**config.mk**
```make
export PLATFORM = sky130hd
export DESIGN_NAME = seg_decode_monitor
export DESIGN_NICKNAME = d
export VERILOG_FILES = /design/src/rtl/seg_decode_monitor.sv
export SDC_FILE = /design/constraint.sdc
export NUM_CORES = 1
export LEC_CHECK = 0
export ABC_AREA = 1
export CAP_MARGIN = 15
export CORE_ASPECT_RATIO = 0.75
export CORE_MARGIN = 5
export CORE_UTILIZATION = 40
export DETAILED_ROUTE_END_ITERATION = 8
export DONT_BUFFER_PORTS = 1
export GPL_TIMING_DRIVEN = 0
export PLACE_DENSITY = 0.59
export SLEW_MARGIN = 20
export SYNTH_ARGS = -nofsm -noshare
export SYNTH_HDL_FRONTEND = slang
export SYNTH_SLANG_ARGS = --single-unit
export TNS_END_PERCENT = 50
```
**constraint.sdc**
```tcl
create_clock -name clk_divide -period 1.9 [get_ports clk_divide]
set_input_delay 0.38 -clock clk_divide [delete_from_list [all_inputs] [get_ports clk_divide]]
set_output_delay 0.38 -clock clk_divide [all_outputs]
set_load 0.02 [all_outputs]
```
**src/rtl/seg_decode_monitor.sv**
```systemverilog
// Passive checker for the four-digit seven-segment bus: decodes, debounces and validates countdown values.
// Optional step checker is compiled in when SEG_MON_STEP_CHECK_EN is defined.
module seg_decode_monitor #(
   parameter int unsigned STABLE_CYCLES = 2
) (
   input  logic       clk_divide,
   input  logic       rst_n,
   input  logic [6:0] seg,
   input  logic [6:0] seg2,
   input  logic [6:0] seg3,
   input  logic [6:0] seg4,
   output logic [7:0] data,
   output logic [7:0] data2,
   output logic       valid,
   output logic       blank,
   output logic       err_code,
   output logic       err_step,
   output logic [7:0] err_cnt
);

   localparam logic [0:0] S_WAIT  = 1'b0;
   localparam logic [0:0] S_TRACK = 1'b1;

   localparam logic [3:0] STABLE_LAST = 4'(STABLE_CYCLES - 1);
   localparam logic [3:0] STABLE_MAX  = 4'(STABLE_CYCLES);

   logic [0:0]  state;
   logic [27:0] s_word;
   logic [3:0]  stab_cnt;

   logic [27:0] bus_word;
   logic        word_same;
   logic        accept;
   logic [6:0]  digit_in [4];
   logic [3:0]  dig_val  [4];
   logic [3:0]  is_digit;
   logic [3:0]  is_blank;
   logic        all_blank;
   logic        legal_word;
   logic        bad_word;
   logic [7:0]  main_val;
   logic [7:0]  country_val;
   logic        step_err;
   logic        count_err;

   // Returns {is_digit, is_blank, value}; anything else on the bus is an illegal glyph.
   function automatic logic [5:0] decode_glyph(input logic [6:0] g);
      case (g)
         7'b0000001: decode_glyph = {2'b10, 4'd0};
         7'b1001111: decode_glyph = {2'b10, 4'd1};
         7'b0010010: decode_glyph = {2'b10, 4'd2};
         7'b0000110: decode_glyph = {2'b10, 4'd3};
         7'b1001100: decode_glyph = {2'b10, 4'd4};
         7'b0100100: decode_glyph = {2'b10, 4'd5};
         7'b0100000: decode_glyph = {2'b10, 4'd6};
         7'b0001111: decode_glyph = {2'b10, 4'd7};
         7'b0000000: decode_glyph = {2'b10, 4'd8};
         7'b0000100: decode_glyph = {2'b10, 4'd9};
         7'b1111111: decode_glyph = {2'b01, 4'd0};
         default:    decode_glyph = {2'b00, 4'd0};
      endcase
   endfunction

   assign digit_in[0] = seg;
   assign digit_in[1] = seg2;
   assign digit_in[2] = seg3;
   assign digit_in[3] = seg4;

   for (genvar i = 0; i < 4; i++) begin : g_dec
      assign {is_digit[i], is_blank[i], dig_val[i]} = decode_glyph(digit_in[i]);
   end

   always_comb begin
      bus_word    = {seg4, seg3, seg2, seg};
      word_same   = (bus_word == s_word);
      accept      = word_same && (stab_cnt == STABLE_LAST);
      all_blank   = &is_blank;
      legal_word  = &is_digit;
      bad_word    = !all_blank && !legal_word;
      main_val    = ({4'd0, dig_val[1]} * 8'd10) + {4'd0, dig_val[0]};
      country_val = ({4'd0, dig_val[3]} * 8'd10) + {4'd0, dig_val[2]};
      count_err   = bad_word || step_err;
   end

`ifdef SEG_MON_STEP_CHECK_EN
   logic err_step_q;
   logic step_main;
   logic step_country;

   // A drop of more than one is a skipped value; a hold or an upward reload is legal.
   always_comb begin
      step_main    = ({1'b0, main_val} + 9'd1) < {1'b0, data};
      step_country = ({1'b0, country_val} + 9'd1) < {1'b0, data2};
      step_err     = (state == S_TRACK) && legal_word && (step_main || step_country);
   end

   always_ff @(posedge clk_divide or posedge rst_n) begin
      if (rst_n) begin
         err_step_q <= 1'b0;
      end else if (accept && step_err) begin
         err_step_q <= 1'b1;
      end
   end

   assign err_step = err_step_q;
`else
   assign step_err = 1'b0;
   assign err_step = 1'b0;
`endif

   // Errored words leave the state alone, so blank tracks S_WAIT exactly.
   assign blank = (state == S_WAIT);

   always_ff @(posedge clk_divide or posedge rst_n) begin
      if (rst_n) begin
         s_word   <= 28'hFFFFFFF;
         stab_cnt <= 4'd0;
         state    <= S_WAIT;
         data     <= 8'd0;
         data2    <= 8'd0;
         valid    <= 1'b0;
         err_code <= 1'b0;
         err_cnt  <= 8'd0;
      end else begin
         s_word <= bus_word;
         valid  <= accept;
         if (!word_same) begin
            stab_cnt <= 4'd0;
         end else if (stab_cnt != STABLE_MAX) begin
            stab_cnt <= stab_cnt + 4'd1;
         end
         if (accept) begin
            if (all_blank) begin
               state <= S_WAIT;
            end else if (bad_word) begin
               err_code <= 1'b1;
            end else begin
               data  <= main_val;
               data2 <= country_val;
               state <= S_TRACK;
            end
            if (count_err && (err_cnt != 8'hFF)) begin
               err_cnt <= err_cnt + 8'd1;
            end
         end
      end
   end

endmodule

```
* Yosys cells after proc, flatten, opt, wreduce, memory -nomap -nowiden
Index checks and enable logic that the tools add are counted.
** Word-level totals
- Bits in registers :: 59
- Output and inout port bits :: 28
- Word-level logic and storage cells :: 86
** Cells by class
- Add/subtract/negate cells :: 4
- Multipliers :: 2
- Eq/ne operators :: 46
- Mux-type cells :: 8
- Bitwise operators :: 3
- Reduce and logical (&&, ||, !) cells :: 15
** Operator list (count)
- $pmux W6 S11 :: 4
- $eq A7 B7 Y1 const B :: 12
- $eq A7 B3 Y1 const B :: 8
- $eq A7 B6 Y1 const B :: 8
- $eq A28 B28 Y1 :: 1
- $eq A7 B1 Y1 const B :: 4
- $eq A7 B4 Y1 const B :: 4
- $eq A7 B5 Y1 const B :: 4
- $logic_not A7 Y1 :: 4
- $add A8 B4 Y8 :: 2
- $mul A4 B3 Y7 const B :: 2
- $add A8 B1 Y8 const B :: 1
- $mux W4 :: 2
- $ne A8 B8 Y1 const B :: 1
- $reduce_and A4 Y1 :: 2
- $reduce_and A3 Y1 :: 2
- $add A4 B1 Y4 const B :: 1
- $eq A4 B1 Y1 const B :: 1
- $ne A4 B2 Y1 const B :: 1
- $reduce_and A2 Y1 :: 2
- $logic_and A1 B1 Y1 :: 3
- $not A1 Y1 :: 3
- $logic_not A1 Y1 :: 2
- $mux W1 :: 2
- other kinds (2) :: 2

* Longest topological paths before layout
- Depth in word-level cells :: 7
- Mapped depth :: 18

* Worst setup path after synthesis
No wires, ideal clock.
- Path kind :: input to register
- Start :: input port seg2[6]
- End :: register data[7]
- Arrival :: 2.317 ns
- Data required time :: 1.778 ns
- Setup slack :: -0.540 ns
- Stages on the path :: 12
- Buffers on the path :: 0
- Cells stage by stage :: inv_1 nand3_1 inv_1 o21ai_0 nand3_1 ha_1 ha_1 fa_1 xor2_1 nand3_1 xnor2_1 o21ai_1
** Between the ends
- Cells in the longest elaborated chain, start to end :: 7
- Elaborated cells between the ends (all ways) :: 24
- Classes of those cells :: add/sub (1); mul (1); eq/ne (11); mux (1); bitwise (2); reduce/logical (8)
** Ends and longest elaborated chain
- start: declaration :: RTL line 9 : input logic [6:0] seg2,
- branches (longest 7 deep; another with $add A8 B4 Y8)
- end signal: assignment :: RTL line 138 : data <= main_val;
- end: declaration :: RTL line 12 : output logic [7:0] data,
Several ways; the timed one is not identified.
A chain may end at the register's enable or synchronous reset.

* Worst setup path in the final report
- Start :: input port seg4[6]
- End :: register data2[7]
** Between the ends
- Cells in the longest elaborated chain, start to end :: 7
- Elaborated cells between the ends (all ways) :: 24
- Classes of those cells :: add/sub (1); mul (1); eq/ne (11); mux (1); bitwise (2); reduce/logical (8)
** Ends and longest elaborated chain
- start: declaration :: RTL line 11 : input logic [6:0] seg4,
- branches (longest 7 deep; another with $add A8 B4 Y8)
- end signal: assignment :: RTL line 139 : data2 <= country_val;
- end: declaration :: RTL line 13 : output logic [7:0] data2,
Several ways; the timed one is not identified.

==> flow_summary.toml <==
[outcome]
run_status = "finished with violations"
violations = "setup timing"

[global_route]
overflow = 0
gr-usage-all-layers_pct = 18.59
antenna_found_initial = 0
grt_first_pass_wirelength_um = 17680
grt_pass1_vias = 3688
grt_max_degree = 43

[logic_synthesis]
syn_avg_cell_area_um2 = 7.224
netlist.area_leader.share_pct = 19.42
synth_area_leaders = "dfrtp_1 19%, dfstp_2 18%, nand2_1 17%, nor2_1 7.8%, inv_1 5.9%"
synth_area_um2 = 3995
syn_inst = 553
synth_cell_types = 36
ys_seq_elements = 59
synth_seq_area_share_pct = 37.83
ys_warn_count = 0
synth_top_area_cell = "dfrtp_1"

[power_and_ir_drop]
pwr-share-comb_pct = 9.8
cellPowerDensity_nw_per_um2 = 618.4
p_int_mw = 2.440
p_seq_share_pct = 41.4
net-switching-power_mw = 0.7627
p_sw_share_pct = 23.81
cellLeakagePower_nw = 2.507
pwr-share-clk_pct = 48.8
ir_drop_uv = 390.1

[die]
rows = 31
chipWidth_um = 125.4
core_area_um2 = 9697
initial_core_util_pct = 41.20
dieArea_um2 = 12110
top_level_ports = 58
die_y_um = 96.55

[clock_network]
cts_tree = "yes"
clk_pin_slew_ps = 50
worstSkewPairLatency_ps = 330
cts-root-buf = "clkbuf_16"
htree_levels = 3
cts.path.max_buffers = 2
cts_sinks = 59
cts_buffers = 9

[worst_setup_path]
worstPathMaxFanout = 5
reg2reg_slack_ps = -20
critical_path.endpoint = "data2[7]"
arrival_ps = 2410
path_depth = 18
worst-path-buf-inv = 3
crit_path_cell_trace = "nor2_4 > nand2_2 > nor2_4 > a21oi_2 > o211ai_1 > buf_4 > ha_4 > ha_4 > inv_2 > fa_2 > xnor2_2 > inv_2 > nor2_4 > nand3b_1 > nand2_1 > nand2_1 > nand3_1 > nand2_1"
ff2ff_path_depth = 12
required_ps = 2120
critPathMaxStageDelay_ps = 340
worst-setup-path-type = "in2reg"
slowest_stage = "fa_2"
crit_family = "simple AND/OR/NAND/NOR gates"
cp-end-kind = "flop"
reg2reg_to = "err_cnt[6]"
setup.worst_path.start_class = "input pin"
crit_path_start = "seg4[6]"
rr_startpoint = "s_word[19]"

[route]
ant_nets = 0
drtPass1Iterations = 4
drc = 0
via_count = 3638
wl_per_cell_um = 14.73
routed_wirelength_um = 10780
drt_iter0_drc = 219
via_per_inst = 4.970

[final_layout]
most-common-layout-cells = "158 x nand2_1, 68 x nor2_1, 46 x inv_1, 31 x dfrtp_1, 28 x dfstp_2"
syn_to_final_growth_pct = 29.66
drive_gt1_share_pct = 30.00
fin_cells = 732
layout_commonest_cell = "nand2_1"
num_antenna_cells = 0
final_nets = 646

[sta]
fin_crit_sh_pct = 115.4
whs_ps = 45.50
rsz0062_at_grt = "yes"
max_freq_mhz = 456.2
post-route-min-period_ps = 2192
skew_ps = 6.938
fin_ws_ps = -291.8
slew_viol_final = 0
finalSetupViolCount = 11
hold_viol = 0

[placement]
gp_congestion = 0.8697
io_buffers = 0
place_hpwl_um = 7735
dpl.cell_count = 687

[job]
maxCapViolations = 0

[min_path]
hp-class = "in2reg"
==> metrics by stage <==
stage	worst slack [ps]	power, mW	cell area (µm²)	setup TNS [ps]	utilization, %
after floorplan	-364.9	1.544	4115	-1694	-
after global placement	-721.0	1.589	4280	-27520	44.14
after detailed placement	-751.7	1.598	4303	-8632	44.37
after CTS	-246.6	3.230	4985	-459.6	51.41
after global routing	-415.4	3.359	5180	-4014	53.42
final	-291.8	3.203	5180	-747.3	53.42
==> cell families (layout without fill, tap and decap cells) <==
group,count (synthesis),in the layout,synth area share (%)
xor+xnor,33,33,7.235
other cells,2,3,0.1880
fa+ha+maj,20,20,6.827
simple gates,333,333,35.26
buf+inv,72,118,7.266
compound gates,34,34,5.387
flops,59,59,37.83
==> final cells by class <==
type / instances / area [µm²]
Timing Repair Buffer: 31 / 276.5
Sequential cell: 59 / 1511
Tap cell: 132 / 165.2
Fill cell: 888 / 4517
Clock buffer: 11 / 232.7
Inverter: 69 / 290.3
Multi-Input combinational cell: 423 / 2625
Buffer: 3 / 33.78
Clock inverter: 4 / 45.04
==> layer usage <==
layer	part of all wire, %	global-route usage (%)	up-vias
met3	5.9	6.099	8
met1	44	22.55	1715
met4	0.99	5.776	0
li1	-	-	1834
met5	0	0	-
met2	49	31.93	81
==> power by group through the flow <==
stage | logic [mW] | clock network (mW) | registers [mW]
2_1_floorplan | 0.201 | 0 | 1.34
3_3_place_gp | 0.244 | 0 | 1.34
3_5_place_dp | 0.253 | 0 | 1.35
4_1_cts | 0.296 | 1.61 | 1.33
5_1_grt | 0.355 | 1.67 | 1.33
6_report | 0.313 | 1.56 | 1.33
==> worst min path at each step <==
stage / startpoint / slack (ps) / depth (start not counted) / end
CTS: seg3[3] / 30 / 0 / s_word[17]
floorplan: seg[0] / 380 / 0 / s_word[0]
detailed placement: rst_n / 210 / 1 / err_cnt[1]
global placement: seg[2] / 380 / 0 / s_word[2]
finish: seg3[5] / 50 / 0 / s_word[19]
global route: seg[3] / 20 / 0 / s_word[3]
==> Yosys cell counts <==
| master | number |
|---|---|
| a21o_1 | 1 |
| a21oi_1 | 6 |
| buf_4 | 1 |
| buf_6 | 2 |
| clkinv_2 | 1 |
| conb_1 | 2 |
| dfrtp_1 | 31 |
| dfstp_2 | 28 |
| fa_1 | 3 |
| ha_1 | 17 |
| inv_1 | 63 |
| inv_2 | 5 |
| nand2_1 | 181 |
| nand2_4 | 1 |
| nand3_1 | 32 |
| nand3b_1 | 4 |
| nand4_1 | 14 |
| nand4_4 | 1 |
| nor2_1 | 83 |
| nor2_2 | 1 |
| nor3_1 | 11 |
| nor3_2 | 1 |
| nor3_4 | 1 |
| nor3b_1 | 1 |
| nor4_1 | 1 |
| o2111ai_1 | 1 |
| o211ai_1 | 1 |
| o21ai_0 | 11 |
| o21ai_1 | 4 |
| o21ai_2 | 7 |
| o22ai_1 | 1 |
| o311a_1 | 1 |
| o311ai_0 | 1 |
| or2_2 | 1 |
| xnor2_1 | 21 |
| xor2_1 | 12 |
==> sequential cells by signal (all words and copies together) (netlist names) <==
name      flops
stab_cnt      4
valid         1
err_cnt       8
state         1
s_word       28
data2         8
data          8
err_code      1
==> worst reg2reg max path, cell delays in order (launching register included) <==
cell and delay (ps):
dfstp_2 540, inv_2 30, nand2_2 60, nand2_1 50, nor2_1 90, nand3_1 70, nor2_1 120, nand2_2 110
nor3_4 270, buf_6 140, nand4_4 160, nand2_1 110, nand2_1 50
==> what timing repair did <==
| item | 4_1_cts | 5_1_grt |
|---|---|---|
| gates cloned | 0 | 1 |
| endpoints found under the hold margin | 17 | 0 |
| resized for setup | 54 | 37 |
| endpoints found under the setup margin | 26 | 27 |
| setup buffers | 22 | 8 |
| pin swaps | 35 | 34 |
| hold buffers | 1 | 0 |
Note: power is estimated with default switching activity, not from simulation.
